## config.mk

```make
export PLATFORM = sky130hd
export DESIGN_NAME = matrix_slot_allocator
export DESIGN_NICKNAME = d
export VERILOG_FILES = /design/src/rtl/matrix_slot_allocator.sv
export SDC_FILE = /design/constraint.sdc
export NUM_CORES = 1
export LEC_CHECK = 0
export CORE_MARGIN = 1.5
export CORE_UTILIZATION = 55
export CTS_BUF_LIST = sky130_fd_sc_hd__clkbuf_4 sky130_fd_sc_hd__clkbuf_8
export DETAILED_ROUTE_END_ITERATION = 7
export PLACE_DENSITY = 0.81
export SYNTH_ARGS = -nofsm -noshare
export SYNTH_HDL_FRONTEND = slang
export SYNTH_SLANG_ARGS = --single-unit
```

## constraint.sdc

```tcl
create_clock -name clk -period 15.8 [get_ports clk]
set_clock_uncertainty 0.1 [all_clocks]
set_input_delay 1.58 -clock clk [delete_from_list [all_inputs] [get_ports clk]]
set_output_delay 1.58 -clock clk [all_outputs]
set_load 0.005 [all_outputs]
```

## src/rtl/matrix_slot_allocator.sv

```systemverilog
// Slot allocator for the shared matrix storage RAM: grants base addresses for new
// matrices, tracks committed slots per (m, n) class and resolves (m, n, id) lookups.
module matrix_slot_allocator #(
    parameter int SLOTS  = 2,
    parameter int ADDR_W = 9
) (
    input  logic              clk,
    input  logic              rst_n,
    input  logic              alloc_req,
    input  logic [2:0]        alloc_m,
    input  logic [2:0]        alloc_n,
    input  logic              alloc_commit,
    input  logic              alloc_abort,
    input  logic              lookup_req,
    input  logic [2:0]        lookup_m,
    input  logic [2:0]        lookup_n,
    input  logic [1:0]        lookup_id,
    output logic [ADDR_W-1:0] base_addr,
    output logic              addr_ready,
    output logic              lookup_done,
    output logic              lookup_hit,
    output logic [1:0]        class_count,
    output logic              dim_err,
    output logic              busy
);

    typedef enum logic [2:0] {IDLE, A_CALC, A_GRANT, A_WAIT, L_CALC, L_RESP} state_t;

    function automatic logic legal_dim(input logic [2:0] d);
        return (d >= 3'd1) && (d <= 3'd5);
    endfunction

    // Classes are packed m-major; each class holds SLOTS matrices of m*n words.
    function automatic logic [ADDR_W-1:0] slot_base(input logic [2:0] m, input logic [2:0] n,
                                                    input logic slot);
        int mi;
        int ni;
        int b;
        mi = int'(m);
        ni = int'(n);
        b  = SLOTS * (15 * ((mi - 1) * mi / 2) + mi * ((ni - 1) * ni / 2)) + int'(slot) * mi * ni;
        return ADDR_W'(b);
    endfunction

    function automatic logic [4:0] class_index(input logic [2:0] m, input logic [2:0] n);
        return 5'((int'(m) - 1) * 5 + int'(n) - 1);
    endfunction

    function automatic logic [1:0] popcount(input logic [SLOTS-1:0] v);
        logic [1:0] c;
        c = 2'd0;
        for (int i = 0; i < SLOTS; i++) c = c + {1'b0, v[i]};
        return c;
    endfunction

    state_t           state_r;
    state_t           next_state_s;
    logic [2:0]       req_m_r;
    logic [2:0]       req_n_r;
    logic [1:0]       req_id_r;
    logic [SLOTS-1:0] valid_r [25];
    logic             wr_ptr_r [25];
    logic             slot_r;
    logic             ovw_r;

    logic             dims_ok_s;
    logic             lk_err_s;
    logic [4:0]       idx_s;
    logic [SLOTS-1:0] cls_valid_s;
    logic             free_found_s;
    logic             free_slot_s;
    logic             alloc_slot_s;
    logic             lk_slot_s;

    // Class decode, lowest-free-slot search and lookup error check on latched request.
    always_comb begin
        dims_ok_s    = legal_dim(req_m_r) && legal_dim(req_n_r);
        idx_s        = dims_ok_s ? class_index(req_m_r, req_n_r) : 5'd0;
        cls_valid_s  = valid_r[idx_s];
        free_found_s = 1'b0;
        free_slot_s  = 1'b0;
        for (int i = SLOTS - 1; i >= 0; i--) begin
            free_found_s = free_found_s | ~cls_valid_s[i];
            free_slot_s  = cls_valid_s[i] ? free_slot_s : 1'(i);
        end
        alloc_slot_s = free_found_s ? free_slot_s : wr_ptr_r[idx_s];
        lk_slot_s    = ~req_id_r[0];
        lk_err_s     = !dims_ok_s || (req_id_r == 2'd0) || (int'(req_id_r) > SLOTS);
    end

    // Next-state logic.
    always_comb begin
        next_state_s = state_r;
        case (state_r)
            IDLE: begin
                if (alloc_req)       next_state_s = A_CALC;
                else if (lookup_req) next_state_s = L_CALC;
                else                 next_state_s = IDLE;
            end
            A_CALC:  next_state_s = dims_ok_s ? A_GRANT : IDLE;
            A_GRANT: next_state_s = A_WAIT;
            A_WAIT: begin
                if (alloc_abort || alloc_commit) next_state_s = IDLE;
                else                             next_state_s = A_WAIT;
            end
            L_CALC:  next_state_s = lk_err_s ? IDLE : L_RESP;
            L_RESP:  next_state_s = IDLE;
            default: next_state_s = IDLE;
        endcase
    end

    // State register.
    always_ff @(posedge clk) begin
        if (!rst_n) state_r <= IDLE;
        else        state_r <= next_state_s;
    end

    // Request capture and registered outputs; pulses default low every cycle.
    always_ff @(posedge clk) begin
        if (!rst_n) begin
            req_m_r     <= 3'd0;
            req_n_r     <= 3'd0;
            req_id_r    <= 2'd0;
            slot_r      <= 1'b0;
            ovw_r       <= 1'b0;
            base_addr   <= '0;
            addr_ready  <= 1'b0;
            lookup_done <= 1'b0;
            lookup_hit  <= 1'b0;
            class_count <= 2'd0;
            dim_err     <= 1'b0;
            busy        <= 1'b0;
        end else begin
            addr_ready  <= 1'b0;
            lookup_done <= 1'b0;
            dim_err     <= 1'b0;
            busy        <= (next_state_s != IDLE);
            case (state_r)
                IDLE: begin
                    if (alloc_req) begin
                        req_m_r <= alloc_m;
                        req_n_r <= alloc_n;
                        dim_err <= !(legal_dim(alloc_m) && legal_dim(alloc_n));
                    end else if (lookup_req) begin
                        req_m_r  <= lookup_m;
                        req_n_r  <= lookup_n;
                        req_id_r <= lookup_id;
                    end else begin
                        req_m_r <= req_m_r;
                    end
                end
                A_CALC: begin
                    if (dims_ok_s) begin
                        base_addr   <= slot_base(req_m_r, req_n_r, alloc_slot_s);
                        addr_ready  <= 1'b1;
                        slot_r      <= alloc_slot_s;
                        ovw_r       <= !free_found_s;
                        // Count reflects the chosen slot already invalidated.
                        class_count <= popcount(cls_valid_s & ~(SLOTS'(1) << alloc_slot_s));
                    end else begin
                        slot_r <= slot_r;
                    end
                end
                L_CALC: begin
                    lookup_done <= 1'b1;
                    if (lk_err_s) begin
                        dim_err    <= 1'b1;
                        lookup_hit <= 1'b0;
                    end else begin
                        base_addr   <= slot_base(req_m_r, req_n_r, lk_slot_s);
                        lookup_hit  <= cls_valid_s[lk_slot_s];
                        class_count <= popcount(cls_valid_s);
                    end
                end
                default: begin
                    slot_r <= slot_r;
                end
            endcase
        end
    end

    // Per-class valid bits and round-robin overwrite pointers.
    always_ff @(posedge clk) begin
        if (!rst_n) begin
            for (int c = 0; c < 25; c++) begin
                valid_r[c]  <= '0;
                wr_ptr_r[c] <= 1'b0;
            end
        end else begin
            case (state_r)
                A_GRANT: valid_r[idx_s][slot_r] <= 1'b0;
                A_WAIT: begin
                    if (alloc_abort) begin
                        valid_r[idx_s][slot_r] <= 1'b0;
                    end else if (alloc_commit) begin
                        valid_r[idx_s][slot_r] <= 1'b1;
                        if (ovw_r) wr_ptr_r[idx_s] <= (SLOTS > 1) ? ~wr_ptr_r[idx_s] : 1'b0;
                        else       wr_ptr_r[idx_s] <= wr_ptr_r[idx_s];
                    end else begin
                        valid_r[idx_s][slot_r] <= valid_r[idx_s][slot_r];
                    end
                end
                default: begin
                    valid_r[idx_s] <= valid_r[idx_s];
                end
            endcase
        end
    end

endmodule

```

* Word level (Yosys, flattened, before mapping)
Memories as Yosys holds them, arrays and structs flattened.
Cells that the tools add are included.
** Cells by class
- Multiplexer cells :: 80
- Reductions and logical operators :: 26
- Add/sub/neg operators :: 11
- Equal/unequal tests :: 6
- Multiply operators :: 9
- Shift operators :: 1
- Bitwise operators :: 19
- Magnitude comparators :: 12
** Operators by type and width (number)
- adder 32 x 1 -> 32 bit :: 2
- 2-to-1 mux 1 bit :: 53
- multiplier 4 x 32 -> 8 bit :: 1
- multiplier 5 x 32 -> 8 bit, first input constant :: 1
- 2-to-1 mux 3 bit :: 7
- 2-to-1 mux 2 bit :: 10
- adder 9 x 8 -> 9 bit :: 2
- 2-to-1 mux 9 bit :: 2
- one-hot mux 9 bit (2 select lines) :: 1
- multiplier 4 x 4 -> 8 bit :: 2
- 2-to-1 mux 5 bit :: 3
- one-hot mux 3 bit (5 select lines) :: 1
- multiplier 4 x 3 -> 7 bit :: 2
- greater-or-equal comparator 3 x 1 -> 1 bit, second input constant :: 4
- less-or-equal comparator 3 bit, second input constant :: 4
- OR 1 bit :: 10
- adder 8 bit :: 1
- multiplier 1 x 3 -> 4 bit :: 2
- subtractor 3 x 1 -> 4 bit, second input constant :: 2
- logical AND 1 bit :: 7
- equality test 3 x 2 -> 1 bit, second input constant :: 2
- AND reduction 2 bit :: 3
- AND reduction 3 bit :: 2
- adder 5 x 4 -> 5 bit :: 1
- other kinds (25) :: 39
** Storage, ports and cells
- Bits in registers :: 29
- Input bits :: 20
- Logic and storage cells :: 179
- Memories :: 2
- Memory bits (writable) :: 75
** Memories
- valid_r :: depth 25, width 2, rd ports 1, clocked after memory_dff 0, write ports 25, line 61 : logic [SLOTS-1:0] valid_r [25];
- wr_ptr_r :: depth 25, width 1, rd ports 1, clocked after memory_dff 0, write ports 25, line 62 : logic wr_ptr_r [25];

* Depth between registers and ports, before layout
Gate-level depths: netlist of run 1.
An unclocked memory read counts as a cell.
- Depth in word-level cells :: 15
- Depth in mapped cells :: 36
- Gate-level depth less buffers :: 34

* Least setup slack after synthesis of run 1
Ideal clock, no wire load.
- Path type :: register -> register
- From :: reg req_m_r[0]
- To :: reg base_addr[8]
- Stages on the path, launching flop included :: 35
- Required time :: 15.614 ns
- Setup slack :: 8.104 ns
- Arrival time :: 7.510 ns
- Cells stage by stage :: dfxtp_1 -> buf_6 -> inv_1 -> ha_1 -> ha_1 -> inv_1 -> ha_1 -> ha_1 -> inv_1 -> fa_1 -> inv_1 -> ha_1 -> inv_1 -> fa_1 -> xnor2_1 -> xnor3_4 -> nor4_1 -> o221a_2 -> a311oi_1 -> nand4_1 -> a21boi_4 -> nand3_1 -> fa_1 -> inv_1 -> ha_1 -> inv_1 -> fa_1 -> a21oi_1 -> ha_1 -> a21oi_1 -> o21ai_0 -> nand3b_1 -> xnor3_1 -> xnor2_1 -> a211oi_1
** Between the ends
- Cells in the longest elaborated chain, start to end :: 14
** Ends and longest elaborated chain
- start: declaration :: line 58 : logic [2:0] req_m_r;
- start signal: assignment :: line 141 : req_m_r <= alloc_m;
- start signal: assignment :: line 145 : req_m_r <= lookup_m;
- start signal: assignment :: line 149 : req_m_r <= req_m_r;
- subtractor 3 x 1 -> 4 bit :: line 41, 46
- multiplier 4 x 4 -> 5 bit :: line 46 : return 5'((int'(m) - 1) * 5 + int'(n) - 1);
- adder 5 x 4 -> 5 bit :: line 46
- subtractor 5 x 2 -> 5 bit :: line 46
- 2-to-1 mux 5 bit :: line 78 : idx_s = dims_ok_s ? class_index(req_m_r, req_n_r) : 5'd0;
- memory (25 x 2 bit)
- 2-to-1 mux 1 bit / NOT 1 bit (equally long branches) :: line 84, 83
- 2-to-1 mux 1 bit / OR 1 bit (equally long branches) :: line 84, 83
- 2-to-1 mux 1 bit :: line 86 : alloc_slot_s = free_found_s ? free_slot_s : wr_ptr_r[idx_s];
- multiplier 1 x 3 -> 4 bit :: line 41 : b = SLOTS * (15 * ((mi - 1) * mi / 2) + mi * ((ni - 1) * ni / 2)) + int'(slot) * mi * ni;
- multiplier 4 x 3 -> 7 bit :: line 41
- adder 9 x 8 -> 9 bit :: line 41
- 2-to-1 mux 9 bit :: line 153 : if (dims_ok_s) begin
- one-hot mux 9 bit (2 select lines) :: line 138 : case (state_r)
- end signal: assignment :: line 154 : base_addr <= slot_base(req_m_r, req_n_r, alloc_slot_s);
- end signal: assignment :: line 170 : base_addr <= slot_base(req_m_r, req_n_r, lk_slot_s);
- end: declaration :: line 18 : output logic [ADDR_W-1:0] base_addr,
Parallel ways exist; a longest one is shown, timed or not. The select of a mux whose other input is x is not followed.
A chain may end at the register's enable or synchronous reset.

* Final worst setup path of run 1
Ends and elaborated chain as after synthesis.

==> results by group, run 1 <==
Run status
  – Run status: finished clean

Clock tree
  – Worst-path clk slew: 0.08 ns
  – Number of gates resized after CTS: 0
  – Number of levels in the clock H-tree: 4
  – Bufs on Longest Clock Path: 2
  – Post-CTS setup buffers: 0
  – Master cell of the clock root buffer: sky130_fd_sc_hd__clkbuf_8
  – Clock latency on the worst-skew pair: 0.45 ns
  – CTS tree: done
  – TritonCTS buffer count: 17
  – CTS Sinks: 125
  – Hold-fix buffers, CTS: 0

STA
  – Headroom to the max-slew limit: 20.7%
  – Final worst path period need: 9.00 ns
  – Count of endpoints failing hold in the final timing report: 0
  – Final clock period utilization by the worst path: 57.0%
  – # setup viols final: 0
  – Setup TNS: 0 ns
  – Final setup slack of the worst path: 6.80 ns
  – Actual transition at the worst max-transition pin: 1.19 ns
  – RSZ-0062 raised after global routing: no
  – Achievable Freq: 111 MHz
  – Max-slew violations: 0

Detailed routing
  – DRC errors left: 0
  – Initial detailed-routing violation count: 622
  – Total Wirelength: 21800 um
  – Routed WL per cell: 17.6 um
  – Number of vias per cell: 5.96
  – Number of vias in the routed layout: 7357
  – ANT nets after route: 0
  – Total iterations of the first detailed-routing run: 5

Finish
  – FILL cells: 1366
  – Multi-input gate area in the final layout: 0.00566 mm^2
  – Register area: 0.00321 mm^2
  – Fraction of final layout cells sized beyond drive strength 1: 10.1%
  – Area growth syn-to-layout: 8.36%
  – Number of diodes: 0
  – Most frequent cells in the layout: sky130_fd_sc_hd__nor2_1 (120), sky130_fd_sc_hd__inv_1 (86), sky130_fd_sc_hd__ha_1 (79)
  – Leading cell type in the layout, fill and taps excluded: sky130_fd_sc_hd__nor2_1
  – Final nets: 1138

Power
  – Total power density per cell area: 218 mW/mm^2
  – Leak pwr: 4.27 nW
  – VDD IR-drop max: 0.316 mV

Global route
  – Global routing usage on met3: 4.38%
  – GRT Max-Usage Layer: met2
  – Wire length of the first global-routing pass: 35900 um
  – Total routing resource utilization after global routing: 25.1%
  – Maximum number of pins on one net before global-route repair: 89
  – Global routing met1 resource utilization: 33.7%
  – Global Route met2 Usage: 41.1%
  – Remaining global-route overflow: 0
  – Number of global-route vias before repair: 7171
  – Antenna violations before repair: 0

Placement
  – Pre-CTS setup slack: 6.91 ns
  – Final weighted congestion of routability-driven global placement: 0.964
  – Number of I/O port buffers: 35
  – Sum of net half-perimeters after detailed placement: 15500 um

Synthesis
  – Post-synth top flop: sky130_fd_sc_hd__edfxtp_1
  – Ys Warns: 0
  – Synthesis-stage register bit count: 125
  – Cell count after synthesis: 980
  – Syn Area/Cell: 9.69 um^2
  – Post-synth design cell area: 0.00949 mm^2
  – Number of synthesized flops with an enable pin: 71
  – Async SR Flop Fraction: 0%
  – Number of distinct standard cells referenced by the synthesized netlist: 80
  – Share of synthesized area occupied by flip-flops and latches: 33.8%

Die
  – Die Y-Extent: 134 um
  – Core area: 0.0167 mm^2
  – Initial Util: 56.8%
  – Die outline area: 0.0181 mm^2
  – Die extent in x: 134 um
  – Cell row count: 47
  – Number of primary I/O pins: 36

Hold path
  – Origin of the worst min-delay path: base_addr[5]
  – Hold Crit Depth: 2
  – Tightest Hold Check Type: flop to flop
  – Hold Path End: base_addr[5]

Worst setup path
  – Crit Path Class: flop to flop
  – Kind of start point of the critical path: flop
  – Worst Reg2Reg Path Length in Cells: 33
  – Data arrival at the endpoint of the critical path: 9.25 ns
  – Highest-delay cell along the critical path: sky130_fd_sc_hd__dfxtp_1
  – Reg2Reg Setup Slack: 6.80 ns
  – Startpoint of the worst register-to-register path: req_m_r[0]
  – Max Fanout on Critical Path: 20
  – Endpoint kind of the worst setup timing path: flop
  – Req. time, crit path: 16.05 ns
  – Terminus of the critical flop-to-flop path: base_addr[8]
  – Crit path largest cell delay: 0.74 ns

Run
  – Max Cap Violations: 0
==> metal layers <==
layer | wire length (um) | up-vias
li1 | - | 3470
met1 | 9220 | 3488
met2 | 10400 | 346
met3 | 1610 | 53
met4 | 498 | 0
met5 | 0 | -
==> sequential cells by signal, indices dropped and copies added, names as in the netlist <==
signal and flops:
addr_ready 1, busy 1, ovw_r 1, req_m_r 3, req_id_r 2, wr_ptr_r 32, dim_err 1, lookup_done 1
base_addr 9, slot_r 1, req_n_r 3, lookup_hit 1, state_r 3, class_count 2, valid_r 64
==> stage by stage <==
| stage | power [mW] | std cells | utilization [%] | cell area, um^2 | hold slack, ns |
|---|---|---|---|---|---|
| floorplan | 1.66 | 996 | - | 9550 | 0.337 |
| global placement | 1.89 | 1202 | 59.2 | 9880 | 0.341 |
| detailed placement | 1.94 | 1202 | 59.2 | 9880 | 0.346 |
| CTS | 2.23 | 1234 | 61.6 | 10300 | 0.353 |
| global route | 2.42 | 1234 | 61.6 | 10300 | 0.374 |
| finish | 2.24 | 1234 | 61.6 | 10300 | 0.361 |
==> worst max-delay path by stage <==
stage,cells after the start,slack (ns),startpoint,end
5_1_grt,33,6.30,req_m_r[0],base_addr[8]
2_1_floorplan,34,8.10,req_m_r[0],base_addr[8]
4_1_cts,33,6.89,req_m_r[0],base_addr[8]
6_report,33,6.80,req_m_r[0],base_addr[8]
3_5_place_dp,33,6.91,req_m_r[0],base_addr[8]
3_3_place_gp,33,7.35,req_m_r[0],base_addr[8]
==> cell usage after synthesis (5+ instances only) <==
cell	count	area, um^2
sky130_fd_sc_hd__nor2_1	120	450
sky130_fd_sc_hd__inv_1	86	323
sky130_fd_sc_hd__ha_1	79	988
sky130_fd_sc_hd__edfxtp_1	71	2130
sky130_fd_sc_hd__nand2_1	64	240
sky130_fd_sc_hd__o21ai_0	60	300
sky130_fd_sc_hd__dfxtp_1	54	1080
sky130_fd_sc_hd__fa_1	38	761
sky130_fd_sc_hd__clkbuf_1	35	131
sky130_fd_sc_hd__a21oi_1	34	170
sky130_fd_sc_hd__o211ai_1	28	210
sky130_fd_sc_hd__xnor2_1	25	219
sky130_fd_sc_hd__nor3_1	23	115
sky130_fd_sc_hd__and2_1	21	131
sky130_fd_sc_hd__mux2i_1	21	210
sky130_fd_sc_hd__nand3_1	21	105
sky130_fd_sc_hd__o31ai_2	19	238
sky130_fd_sc_hd__a211oi_1	11	82.6
sky130_fd_sc_hd__xor2_1	11	96.3
sky130_fd_sc_hd__a21o_1	9	67.6
sky130_fd_sc_hd__o31ai_1	9	67.6
sky130_fd_sc_hd__and3_1	8	50.1
sky130_fd_sc_hd__mux4_2	8	180
sky130_fd_sc_hd__nand2b_1	8	50.1
sky130_fd_sc_hd__buf_6	7	78.8
sky130_fd_sc_hd__buf_2	6	30.0
sky130_fd_sc_hd__nor2b_1	6	37.5
sky130_fd_sc_hd__a22o_1	5	43.8
sky130_fd_sc_hd__a22oi_1	5	37.5
sky130_fd_sc_hd__mux2_2	5	56.3
==> kinds of logic after synthesis <==
group / share of synthesized area [%]
other: 0.0791
xor gates and xnor gates: 4.12
muxes: 4.70
DFF: 33.8
AOI/OAI and AO/OA: 16.9
and+or+nand+nor: 14.7
buffers and inverters: 7.21
adders and majority gates: 18.4
==> worst max-delay path, delay by kind of cell, from the launching register on <==
kind | cells | cell delay [ns]
flops | 1 | 0.74
xor+xnor | 4 | 1.24
simple gates | 4 | 1.06
buf+inv | 7 | 0.65
fa+ha+maj | 11 | 3.66
compound gates | 7 | 1.43
==> final cells by class <==
cell class / count / area share, %
repair buffers: 43 / 3.94
flip-flops and latches: 125 / 31.2
well taps: 220 / 2.68
clock inverters: 12 / 1.40
clock buffers: 20 / 2.55
multi-input cells: 726 / 55.0
inverters: 88 / 3.21
==> power by group <==
part / total, mW / internal, mW / leakage, nW / switching [mW]
Combinational: 1.54 / 0.607 / 2.92 / 0.937
Sequential: 0.403 / 0.386 / 1.14 / 0.0173
Clock: 0.292 / 0.162 / 0.201 / 0.130
No activity file was read; power rests on OpenSTA's default activity.
==> run 2: changes to the inputs <==
Clock period 15.8 ns to 8.6 ns, I/O delays scaled along.
==> results by group, run 2 (synthesized netlist as in run 1, its figures left out) <==
Worst setup path
  – Req. time, crit path: 8.85 ns
  – Highest-delay cell along the critical path: sky130_fd_sc_hd__xnor3_4
  – Crit path largest cell delay: 0.56 ns
  – Reg2Reg Setup Slack: 0.54 ns
  – Data arrival at the endpoint of the critical path: 8.31 ns
  – First element of the critical path: req_m_r[0]
  – Endpoint kind of the worst setup timing path: flop
  – Kind of start point of the critical path: flop
  – Terminus of the critical flop-to-flop path: base_addr[8]
  – Number of buffer and inverter stages on the critical path: 7
  – Crit path depth: 33
  – Crit Path Class: flop to flop
  – Worst path top cell family by delay: adder cells
  – Max Fanout on Critical Path: 10
  – Capture point of the critical path: base_addr[8]
  – Startpoint of the worst register-to-register path: req_m_r[0]
  – Worst Reg2Reg Path Length in Cells: 33

Detailed routing
  – Total Wirelength: 21800 um
  – ANT nets after route: 0
  – Number of vias per cell: 5.89
  – DRC errors left: 0
  – Total iterations of the first detailed-routing run: 6
  – Number of vias in the routed layout: 7310
  – Routed WL per cell: 17.6 um
  – Initial detailed-routing violation count: 584

Finish
  – Area growth syn-to-layout: 9.45%
  – Cell area after layout: 0.0104 mm^2
  – Final nets: 1145
  – Number of diodes: 0
  – Fraction of final layout cells sized beyond drive strength 1: 10.8%
  – Most frequent cells in the layout: sky130_fd_sc_hd__nor2_1 (120), sky130_fd_sc_hd__inv_1 (86), sky130_fd_sc_hd__ha_1 (79)
  – Number of flip-flops under the largest register name: 64
  – Biggest register: valid_r
  – Regs by FF count: valid_r x64, wr_ptr_r x32, base_addr x9
  – Leading cell type in the layout, fill and taps excluded: sky130_fd_sc_hd__nor2_1

Global route
  – Antenna violations before repair: 0
  – Wire length of the first global-routing pass: 35900 um
  – Maximum number of pins on one net before global-route repair: 89
  – Number of global-route vias before repair: 7170
  – Remaining global-route overflow: 0
  – Total routing resource utilization after global routing: 25.3%

Clock tree
  – Clock latency on the worst-skew pair: 0.45 ns
  – CTS tree: done
  – Number of levels in the clock H-tree: 4
  – Master cell of the clock root buffer: sky130_fd_sc_hd__clkbuf_8
  – CTS Sinks: 125
  – Bufs on Longest Clock Path: 2
  – Hold-fix buffers, CTS: 0
  – TritonCTS buffer count: 17
  – Post-CTS setup buffers: 0
  – Number of gates resized after CTS: 0
  – Worst-path clk slew: 0.08 ns

STA
  – Max-slew violations: 0
  – # setup viols final: 0
  – Final clock period utilization by the worst path: 93.7%
  – Achievable Freq: 124 MHz
  – Final worst path period need: 8.06 ns
  – Setup TNS: 0 ns
  – RSZ-0062 raised after global routing: no
  – Actual transition at the worst max-transition pin: 1.17 ns
  – Headroom to the max-slew limit: 21.9%
  – Count of endpoints failing hold in the final timing report: 0

Power
  – Leak pwr: 4.32 nW
  – VDD IR-drop max: 0.726 mV
  – Total power density per cell area: 401 mW/mm^2
  – Total power: 4.17 mW

Hold path
  – Origin of the worst min-delay path: base_addr[6]
  – Tightest Hold Check Type: flop to flop
  – Hold Crit Depth: 2

Die
  – Number of primary I/O pins: 36
  – Cell row count: 47
  – Die extent in x: 134 um
  – Core area: 0.0167 mm^2
  – Die outline area: 0.0181 mm^2
  – Initial Util: 56.8%
  – Die Y-Extent: 134 um

Placement
  – Placed cell areas: 0.00993 mm^2
  – Final weighted congestion of routability-driven global placement: 0.939
  – Number of I/O port buffers: 35
  – Sum of net half-perimeters after detailed placement: 15600 um

Run status
  – Run status: finished clean

Run
  – Max Cap Violations: 0
-- run 2: changes by cell type in the layout (fill, tap and decap cells not counted), sizes merged --
cell,before,now
clkinv,6,8
clkinvlp,3,1
bufinv,3,4
inv,88,89
buf,9,16
clkbuf,20,18
-- run 2: stage by stage --
step	worst slack (ns)	hold WS, ns	util [%]	cells
2_1_floorplan	0.904	0.337	-	996
3_3_place_gp	0.731	0.342	59.5	1209
3_5_place_dp	0.434	0.350	59.5	1209
4_1_cts	0.383	0.360	62.1	1241
5_1_grt	0.0142	0.378	62.2	1241
6_report	0.541	0.359	62.2	1241
-- run 2: layer usage --
layer | share of wire, % | wire length (um) | up-vias | GRT usage (%)
met1 | 44 | 9630 | 3503 | 33.7
met5 | 0 | 0 | - | 0
met4 | 2.1 | 461 | 0 | 9.98
met3 | 6.5 | 1420 | 39 | 5.10
li1 | - | - | 3485 | -
met2 | 47 | 10300 | 283 | 40.8
-- run 2: how the worst min path moves through the flow --
stage               slack [ns]            to
detailed placement        0.35  base_addr[6]
CTS                       0.36  base_addr[6]
global route              0.38  base_addr[6]
global placement          0.34  base_addr[6]
finish                    0.36  base_addr[6]
floorplan                 0.34         ovw_r
-- run 2: cell type report --
cell class | instances | area, um^2
timing repair buffer | 50 | 458
sequential | 125 | 3210
inverter | 88 | 330
clock buffer | 18 | 248
clock inverter | 14 | 189
fill | 1354 | 6310
multi-input combinational | 726 | 5680
tap | 220 | 275
-- run 2: tightest hold or removal path, delay by kind of cell (launching register included) --
| kind | cells | cell delay, ns |
|---|---|---|
| AOI/OAI and AO/OA | 1 | 0.05 |
| and+or+nand+nor | 1 | 0.05 |
| DFF | 1 | 0.32 |
-- run 2: power breakdown --
part | total [mW] | internal, mW | switching, mW
Sequential | 0.732 | 0.709 | 0.0225
Clock | 0.573 | 0.323 | 0.250
Combinational | 2.86 | 1.14 | 1.72
Total | 4.17 | 2.17 | 1.99
==> run 3: changes to the inputs <==
Settings changed: PLACE_DENSITY 0.81 to 0.7.
==> results by group, run 3 (synthesized netlist as in run 1, its figures left out) <==
Run status
  – Run status: finished clean

Worst setup path
  – Kind of start point of the critical path: flop
  – Crit path largest cell delay: 0.54 ns
  – Crit Path Class: flop to flop
  – Data arrival at the endpoint of the critical path: 8.39 ns
  – Req. time, crit path: 8.86 ns
  – Endpoint kind of the worst setup timing path: flop
  – Max Fanout on Critical Path: 10
  – Highest-delay cell along the critical path: sky130_fd_sc_hd__xnor3_4

Die
  – Core area: 0.0167 mm^2
  – Die extent in x: 134 um
  – Initial Util: 56.8%
  – Die outline area: 0.0181 mm^2
  – Number of primary I/O pins: 36
  – Die Y-Extent: 134 um
  – Cell row count: 47

STA
  – # setup viols final: 0
  – Setup TNS: 0 ns
  – Final worst hold slack: 0.352 ns
  – Headroom to the max-slew limit: 22.2%
  – Actual transition at the worst max-transition pin: 1.17 ns
  – Max-slew violations: 0
  – Final setup slack of the worst path: 0.470 ns
  – Achievable Freq: 123 MHz
  – Count of endpoints failing hold in the final timing report: 0
  – Final worst path period need: 8.13 ns
  – Final clock period utilization by the worst path: 94.5%

Detailed routing
  – DRC errors left: 0
  – Routed WL per cell: 17.6 um
  – Highest metal layer with signal wires: met4
  – Number of vias in the routed layout: 7237
  – ANT nets after route: 0
  – Total Wirelength: 21800 um
  – Met1 layer wirelength in the final routing: 10200 um
  – Total iterations of the first detailed-routing run: 5
  – Number of vias per cell: 5.83
  – Met2 WL post-DR: 9940 um
  – Initial detailed-routing violation count: 613
  – Length of routed met3 wiring: 1360 um

Finish
  – Biggest register: valid_r
  – FILL cells: 1433
  – Number of diodes: 0
  – Fraction of final layout cells sized beyond drive strength 1: 11.2%
  – Regs by FF count: valid_r x64, wr_ptr_r x32, base_addr x9
  – Most frequent cells in the layout: sky130_fd_sc_hd__nor2_1 (120), sky130_fd_sc_hd__inv_1 (86), sky130_fd_sc_hd__ha_1 (79)
  – Final nets: 1146
  – Non-filler instance count after layout: 1242
  – Number of flip-flops under the largest register name: 64
  – Cell area after layout: 0.0104 mm^2
  – Area growth syn-to-layout: 9.13%
  – Leading cell type in the layout, fill and taps excluded: sky130_fd_sc_hd__nor2_1

Clock tree
  – Master cell of the clock root buffer: sky130_fd_sc_hd__clkbuf_8
  – TritonCTS buffer count: 17
  – CTS tree: done
  – Number of levels in the clock H-tree: 4
  – Worst-path clk slew: 0.08 ns
  – Bufs on Longest Clock Path: 2
  – Clock latency on the worst-skew pair: 0.46 ns
  – Post-CTS setup buffers: 0
  – CTS Sinks: 125

Global route
  – Antenna violations before repair: 0
  – Maximum number of pins on one net before global-route repair: 89
  – Total routing resource utilization after global routing: 25.8%
  – Wire length of the first global-routing pass: 36700 um
  – Remaining global-route overflow: 0
  – Number of global-route vias before repair: 7012

Power
  – Leak pwr: 4.31 nW
  – VDD IR-drop max: 0.359 mV
  – Total power density per cell area: 401 mW/mm^2

Placement
  – Placed cell areas: 0.00994 mm^2
  – Pre-CTS setup slack: 0.432 ns
  – Number of I/O port buffers: 35
  – Sum of net half-perimeters after detailed placement: 15400 um
  – Final weighted congestion of routability-driven global placement: 0.937
  – # placed instances: 1210

Run
  – Max Cap Violations: 0

Hold path
  – Tightest Hold Check Type: flop to flop
-- run 3: power by group --
part | leakage, nW | switching (mW) | total (mW) | internal (mW)
logic | 2.97 | 1.74 | 2.88 | 1.14
clock network | 0.204 | 0.277 | 0.545 | 0.268
registers | 1.14 | 0.0206 | 0.729 | 0.709
-- run 3: final cells by class --
class                   instances  area (um^2)  share of cell area, %
clock buffers                  17          234                   2.26
clock inverters                15          175                   1.69
inverters                      88          330                   3.19
multi-input cells             726         5670                   54.7
flip-flops and latches        125         3210                   31.0
well taps                     220          275                   2.66
repair buffers                 51          465                   4.49
-- run 3: timing repair --
item                                    4_1_cts  5_1_grt
resized for setup                             0        2
hold buffers                                  0        0
endpoints found under the setup margin        0        1
-- run 3: worst max-delay path: cells and delay by family (launching register included) --
family,cells,cell delay [ns]
adder cells (fa/ha/maj),11,3.48
AO/OA/AOI/OAI,7,1.40
XOR/XNOR,4,1.30
AND/OR/NAND/NOR,4,0.96
buffers and inverters,7,0.49
flip-flops,1,0.33
-- run 3: routing by layer --
metal / up-vias / global-route usage [%]
met1: 3493 / 37.5
met5: - / 0
met4: 0 / 7.23
li1: 3479 / -
met2: 234 / 39.6
met3: 31 / 4.84
-- run 3: path summary, 6_finish.rpt --
path / startpoint / end / slack, ns / cells after the start
hold / removal: base_addr[5] / base_addr[5] / 0.35 / 2
hold reg to reg: base_addr[5] / base_addr[5] / 0.35 / 2
setup / recovery: req_m_r[1] / base_addr[8] / 0.47 / 33
setup reg to reg: req_m_r[1] / base_addr[8] / 0.47 / 33
-- run 3: through the flow --
step	util (%)	total power [mW]
finish	62.0	4.16
global route	62.0	4.53
CTS	62.0	4.14
detailed placement	59.5	3.58
global placement	59.5	3.55
floorplan	-	3.05
